### src/rtl/fuzzy_pkg.sv
// fuzzy_pkg
// Shared definitions for the fuzzy risk estimator front end.
//   DW_DEFAULT / NUM_CH_DEFAULT : default byte width and channels per frame
//   loader_state_e              : input loader FSM states
//   frame_t                     : one committed frame, channel 0 in the low byte
package fuzzy_pkg;

  localparam int DW_DEFAULT     = 8;
  localparam int NUM_CH_DEFAULT = 4;

  typedef enum logic [1:0] {
    IDLE    = 2'd0,
    COLLECT = 2'd1,
    COMMIT  = 2'd2
  } loader_state_e;

  typedef logic [NUM_CH_DEFAULT-1:0][DW_DEFAULT-1:0] frame_t;

endpackage

### src/rtl/ss_sync_edge.sv
// ss_sync_edge
// Brings an asynchronous pin strobe into the clock domain and flags its
// rising edges. A strobe held high produces a single rise pulse.
// Ports:
//   clk      in  : clock
//   rst_n    in  : asynchronous active-low reset
//   async_in in  : raw strobe from the pin
//   rise     out : one-cycle pulse per rising edge of async_in
module ss_sync_edge #(
  parameter int SYNC_STAGES = 2
) (
  input  logic clk,
  input  logic rst_n,
  input  logic async_in,
  output logic rise
);

  logic [SYNC_STAGES-1:0] sync_q;
  logic                   last_q;

  // Synchronizer chain plus one extra flop holding the previous synchronized
  // level, so the edge detector only ever looks at settled values.
  always_ff @(posedge clk or negedge rst_n) begin
    if (!rst_n) begin
      sync_q <= '0;
      last_q <= 1'b0;
    end else begin
      sync_q <= {sync_q[SYNC_STAGES-2:0], async_in};
      last_q <= sync_q[SYNC_STAGES-1];
    end
  end

  assign rise = sync_q[SYNC_STAGES-1] & ~last_q;

endmodule

### src/rtl/fuzzy_input_loader.sv
// fuzzy_input_loader
// Captures one byte from data_bus per rising edge of the asynchronous sample
// strobe ss, assembles NUM_CH bytes into a frame and hands the frame over a
// valid/ready interface in one step. Flags inter-byte timeouts and overruns.
// Ports:
//   clk, rst_n   : clock, asynchronous active-low reset
//   ss           : asynchronous sample strobe (one byte per rising edge)
//   data_bus     : byte value, stable while the strobe is being sampled
//   ch_data      : committed frame, channel 0 in bits [DW-1:0]
//   out_valid    : ch_data holds an unconsumed frame
//   out_ready    : consumer accepts the frame when out_valid & out_ready
//   busy         : partial frame in progress
//   timeout_err  : one-cycle pulse when a partial frame is discarded
//   overrun      : one-cycle pulse when an unconsumed frame is overwritten
module fuzzy_input_loader
  import fuzzy_pkg::*;
#(
  parameter int DW          = DW_DEFAULT,
  parameter int NUM_CH      = NUM_CH_DEFAULT,
  parameter int TIMEOUT_CYC = 1023,
  parameter int SYNC_STAGES = 2
) (
  input  logic                 clk,
  input  logic                 rst_n,
  input  logic                 ss,
  input  logic [DW-1:0]        data_bus,
  output logic [NUM_CH*DW-1:0] ch_data,
  output logic                 out_valid,
  input  logic                 out_ready,
  output logic                 busy,
  output logic                 timeout_err,
  output logic                 overrun
);

  localparam int IDX_W = $clog2(NUM_CH);
  localparam int CNT_W = $clog2(TIMEOUT_CYC + 1);
  localparam logic [IDX_W-1:0] LAST_IDX    = IDX_W'(NUM_CH - 1);
  localparam logic [CNT_W-1:0] TIMEOUT_VAL = CNT_W'(TIMEOUT_CYC);

  loader_state_e state, next_state;

  logic                        rise;
  logic [IDX_W-1:0]            idx;
  logic [CNT_W-1:0]            tmo_cnt;
  logic                        tmo_hit;
  logic [NUM_CH-1:0][DW-1:0]   shadow;

  logic capture_first;
  logic capture_next;
  logic tmo_fire;
  logic commit_now;

  ss_sync_edge #(
    .SYNC_STAGES(SYNC_STAGES)
  ) u_ss_sync (
    .clk      (clk),
    .rst_n    (rst_n),
    .async_in (ss),
    .rise     (rise)
  );

  assign tmo_hit = (tmo_cnt == TIMEOUT_VAL);

  always_ff @(posedge clk or negedge rst_n) begin
    if (!rst_n) begin
      state <= IDLE;
    end else begin
      state <= next_state;
    end
  end

  // A rise arriving exactly when the timeout expires restarts the frame with
  // this byte as channel 0 instead of signalling an error.
  always_comb begin
    next_state = state;
    unique case (state)
      IDLE: begin
        if (rise) next_state = COLLECT;
      end
      COLLECT: begin
        if (rise) begin
          if (!tmo_hit && idx == LAST_IDX) next_state = COMMIT;
          else                             next_state = COLLECT;
        end else if (tmo_hit) begin
          next_state = IDLE;
        end
      end
      COMMIT: begin
        next_state = rise ? COLLECT : IDLE;
      end
      default: next_state = IDLE;
    endcase
  end

  // capture_first starts a new frame at channel 0, capture_next appends at idx.
  always_comb begin
    capture_first = 1'b0;
    capture_next  = 1'b0;
    tmo_fire      = 1'b0;
    commit_now    = 1'b0;
    unique case (state)
      IDLE: begin
        capture_first = rise;
      end
      COLLECT: begin
        capture_first = rise & tmo_hit;
        capture_next  = rise & ~tmo_hit;
        tmo_fire      = ~rise & tmo_hit;
      end
      COMMIT: begin
        capture_first = rise;
        commit_now    = 1'b1;
      end
      default: ;
    endcase
  end

  assign busy = (state == COLLECT);

  // Datapath: shadow bytes, channel index, idle counter and the output
  // register. The counter runs only while a partial frame waits for bytes.
  // A commit always wins over a handshake on the same edge, so out_valid
  // stays high when the consumer takes the old frame as a new one lands.
  always_ff @(posedge clk or negedge rst_n) begin
    if (!rst_n) begin
      idx         <= '0;
      tmo_cnt     <= '0;
      shadow      <= '0;
      ch_data     <= '0;
      out_valid   <= 1'b0;
      timeout_err <= 1'b0;
      overrun     <= 1'b0;
    end else begin
      timeout_err <= tmo_fire;
      overrun     <= commit_now & out_valid & ~out_ready;

      if (capture_first) begin
        shadow[0] <= data_bus;
        idx       <= IDX_W'(1);
      end else if (capture_next) begin
        shadow[idx] <= data_bus;
        idx         <= (idx == LAST_IDX) ? '0 : idx + 1'b1;
      end else if (tmo_fire) begin
        idx <= '0;
      end

      if (capture_first || capture_next || next_state != COLLECT) begin
        tmo_cnt <= '0;
      end else begin
        tmo_cnt <= tmo_cnt + 1'b1;
      end

      if (commit_now) begin
        ch_data   <= shadow;
        out_valid <= 1'b1;
      end else if (out_ready) begin
        out_valid <= 1'b0;
      end
    end
  end

endmodule

### config.mk
export PLATFORM = sky130hd
export DESIGN_NAME = fuzzy_input_loader
export DESIGN_NICKNAME = d
export VERILOG_FILES = /design/src/rtl/fuzzy_pkg.sv /design/src/rtl/ss_sync_edge.sv /design/src/rtl/fuzzy_input_loader.sv
export SDC_FILE = /design/constraint.sdc
export NUM_CORES = 1
export LEC_CHECK = 0
export CAP_MARGIN = 20
export CORE_MARGIN = 8
export CORE_UTILIZATION = 30
export CTS_CLUSTER_DIAMETER = 200
export DETAILED_ROUTE_END_ITERATION = 6
export PLACE_DENSITY = 0.58
export SLEW_MARGIN = 10
export SYNTH_ARGS = -nofsm -noshare
export SYNTH_HDL_FRONTEND = slang
export SYNTH_SLANG_ARGS = --single-unit
export TNS_END_PERCENT = 50
### constraint.sdc
create_clock -name clk -period 1.8 [get_ports clk]
set_input_delay 0.27 -clock clk [delete_from_list [all_inputs] [get_ports clk]]
set_output_delay 0.27 -clock clk [all_outputs]
set_load 0.005 [all_outputs]
==> results.md <==
- CP Launch Point: state[1]
- Post-synthesis cell type count: 35
- Core Area: between 10000 and 15000 um2
- Endpoints failing hold: 0
- First-pass GRT wire length: roughly 12000 um
- Post-route ant nets: 0
- Total number of vias: 2047
- Row count: 38
- Antenna violations before repair: 0
- Setup TNS: 0 ns
- Outcome: finished, final reports clean
- Worst R2R Start: tmo_cnt[0]
- Die Height: approximately 120 um
- Post-Syn Nets: between 200 and 250
- DR vias/cell: roughly 4.6
- Share of cells above drive strength 1: 0.340
- CTS Buf Count: 9
- Crit-path max FO: 4
- Yosys reg bits: 84
- Post-layout util: 0.413
- Maximum vdd drop: roughly 0.69 mV
- # diodes: 0
- Number of max-cap violations: 0
- Die width: around 120 um
- Fmax: a little under 600 MHz
- Slew headroom: 0.624
- Finished Cell Area: about 4500 um2
- Fin crit share: 0.962
- Vias in the first global route: roughly 2.3k
- # IOs: 48
- Crit path kind: reg2out
- Effective utilization at floorplan: 0.309
- H-Tree Depth: 3
- Final number of max-transition violations: 0
- Setup slack, reg-to-reg: approximately 0.080 ns
- Clock Path Buffers: 2
- Synthesized area: about 3400 um2
- Fin Clk Skew: 0.00882 ns
- Worst hold path class: reg2reg
- Initial DRC Count: 38
- Critical path required time: roughly 1.5 ns
- Leak: about 2 nW
- Placed inst area: roughly 4100 um2
- Yosys top cell area share: 0.622
- Post-Synthesis Cells: approximately 230
- Dpl hpwl: 4810 um
- Buffers on Ports: between 40 and 50
- DRC Markers: 0
- Nature of the critical path endpoint: output pin
- Largest net degree at the start of global routing: between 40 and 50
- Power, Total: a little over 0.007 W
- FILL cells: 1050
- Slew @ Worst Pin: around 0.56 ns
- DR pass1 iterations: 4
- CTS tree: done
- Worst-path clk slew: ~0.060 ns
- Clock sink total: between 80 and 90
- Full die area: 14900 um2
- # nets final: between 300 and 400
- All-Layer GR Usage: 0.101
- Syn Area/Cell: around 15 um2
- Post-CTS setup buffer count: 0
- Startpoint of the tightest hold check path: u_ss_sync.sync_q[0]
- Root buf cell: clkbuf_16
- RSZ-0062 raised after global routing: yes
- Main area contributors after synthesis: dfrtp_1 62%, mux2_2 20%, ha_1 1.9%
- Final setup fails: 0
- Crit path arrival time: about 1.5 ns
- Worst skew pair latency: 0.33 ns
- Synth area leader: dfrtp_1
- Routed WL per cell: between 15 and 20 um
- DRT Wirelength: between 6000 and 7000 um
- Worst Setup Start Kind: flop
- GRT overflow: 0
- Area Growth Syn to Fin: 33.5%
- Minimum clock period: approximately 1.7 ns
- Synth warn: 0
- Power per cell area: approximately 1600 nW/um2
- Sequential-to-total area share from yosys stat: 0.622
- Routability cong.: around 0.8
[worst max-delay path, cell delays in order (launching register included)]
cell,delay [ns]
dfrtp_1,0.41
nand2b_4,0.18
inv_1,0.06
clkdlybuf4s50_1,0.49
[cells in the mapped netlist, drive strengths merged]
master  instances
a211oi          1
a21o            2
a21oi           3
a311oi          1
a31o            1
a31oi           1
and2            1
and3            3
and4            1
buf             6
dfrtp          84
ha              5
inv             8
mux2           64
nand2           5
nand2b          2
nand3          12
nand4           2
nor2           11
nor2b           2
nor3            2
nor4            2
o211ai          1
o21ai           3
o311ai          1
xnor2           4
xor2            3
[layout by cell type, fill, tap and decap left out, types with 2 or more instances in the layout]
| master | n |
|---|---|
| nor3_1 | 2 |
| mux2_2 | 59 |
| ha_1 | 5 |
| clkdlybuf4s50_1 | 46 |
| buf_4 | 15 |
| mux2_1 | 5 |
| nand4_1 | 2 |
| nand3_2 | 3 |
| xnor2_1 | 4 |
| nand3_4 | 2 |
| clkbuf_16 | 9 |
| nor2_1 | 10 |
| a21oi_1 | 3 |
| bufinv_16 | 3 |
| a21o_1 | 2 |
| nand2_1 | 5 |
| nand3_1 | 8 |
| inv_1 | 8 |
| and3_1 | 3 |
| dfrtp_1 | 84 |
| o21ai_0 | 2 |
| xor2_1 | 3 |
[kinds of logic (layout without fill, tap and decap cells)]
family | after synthesis | in the layout | share of synthesized area
adders and majority gates | 5 | 5 | 0.0185
and+or+nand+nor | 43 | 44 | 0.0770
xor gates and xnor gates | 7 | 7 | 0.0181
DFF | 84 | 84 | 0.622
AOI/OAI and AO/OA | 14 | 14 | 0.0329
buffers and inverters | 14 | 85 | 0.0185
muxes | 64 | 64 | 0.213
[area by class of cell]
class / count / area, um2 / share of cell area
clock buffer: 10 / 239 / 0.0530
clock inverter: 4 / 98.8 / 0.0219
inverter: 8 / 30.0 / 0.00665
multi-input combinational: 134 / 1260 / 0.280
sequential: 84 / 2100 / 0.466
tap: 140 / 175 / 0.0388
timing repair buffer: 63 / 603 / 0.134
[what timing repair did]
item | in CTS | in global routing
resized for setup | 3 | 4
pin swaps | 2 | 3
hold buffers | 1 | 0
cloned | 1 | 0
hold endpoints to repair | 39 | 0
endpoints found under the setup margin | 11 | 18
[metrics by stage]
| step | hold WS [ns] | setup WS (ns) | std cells |
|---|---|---|---|
| final | 0.346 | 0.0682 | 443 |
| after detailed placement | 0.307 | -0.0214 | 427 |
| after floorplan | -0.0256 | 0.0800 | 231 |
| after CTS | 0.350 | 0.0209 | 443 |
| after global placement | 0.303 | 0.0209 | 427 |
| after global routing | 0.353 | -0.0137 | 443 |
[final timing paths]
path | endpoint | cells after the start
worst max register to register | shadow[31] | 5
max in group asynchronous | tmo_cnt[9] | 3
min in group asynchronous | shadow[31] | 2
worst min-delay path | u_ss_sync.sync_q[1] | 0
worst max-delay path | busy | 3
worst min register to register | u_ss_sync.sync_q[1] | 0
[power by group]
part / total, W / internal (W) / switching (W)
Sequential: 0.00307 / 0.00265 / 0.000421
Clock: 0.00207 / 0.00138 / 0.000694
Combinational: 0.00208 / 0.00135 / 0.000729
[state kept, by name, indices dropped and copies added, names as in the netlist]
| register | flops |
|---|---|
| ch_data | 32 |
| out_valid | 1 |
| idx | 2 |
| u_ss_sync.last_q | 1 |
| shadow | 32 |
| tmo_cnt | 10 |
| timeout_err | 1 |
| state | 2 |
| overrun | 1 |
| u_ss_sync.sync_q | 2 |
[layer usage]
metal  share of wire  vias up  track usage
li1                -      951            -
met1            0.47     1047        0.131
met2            0.46       38        0.152
met3           0.051       11       0.0292
met4           0.020        0       0.0503
met5               0        -            0
(Power assumes the default switching activity.)
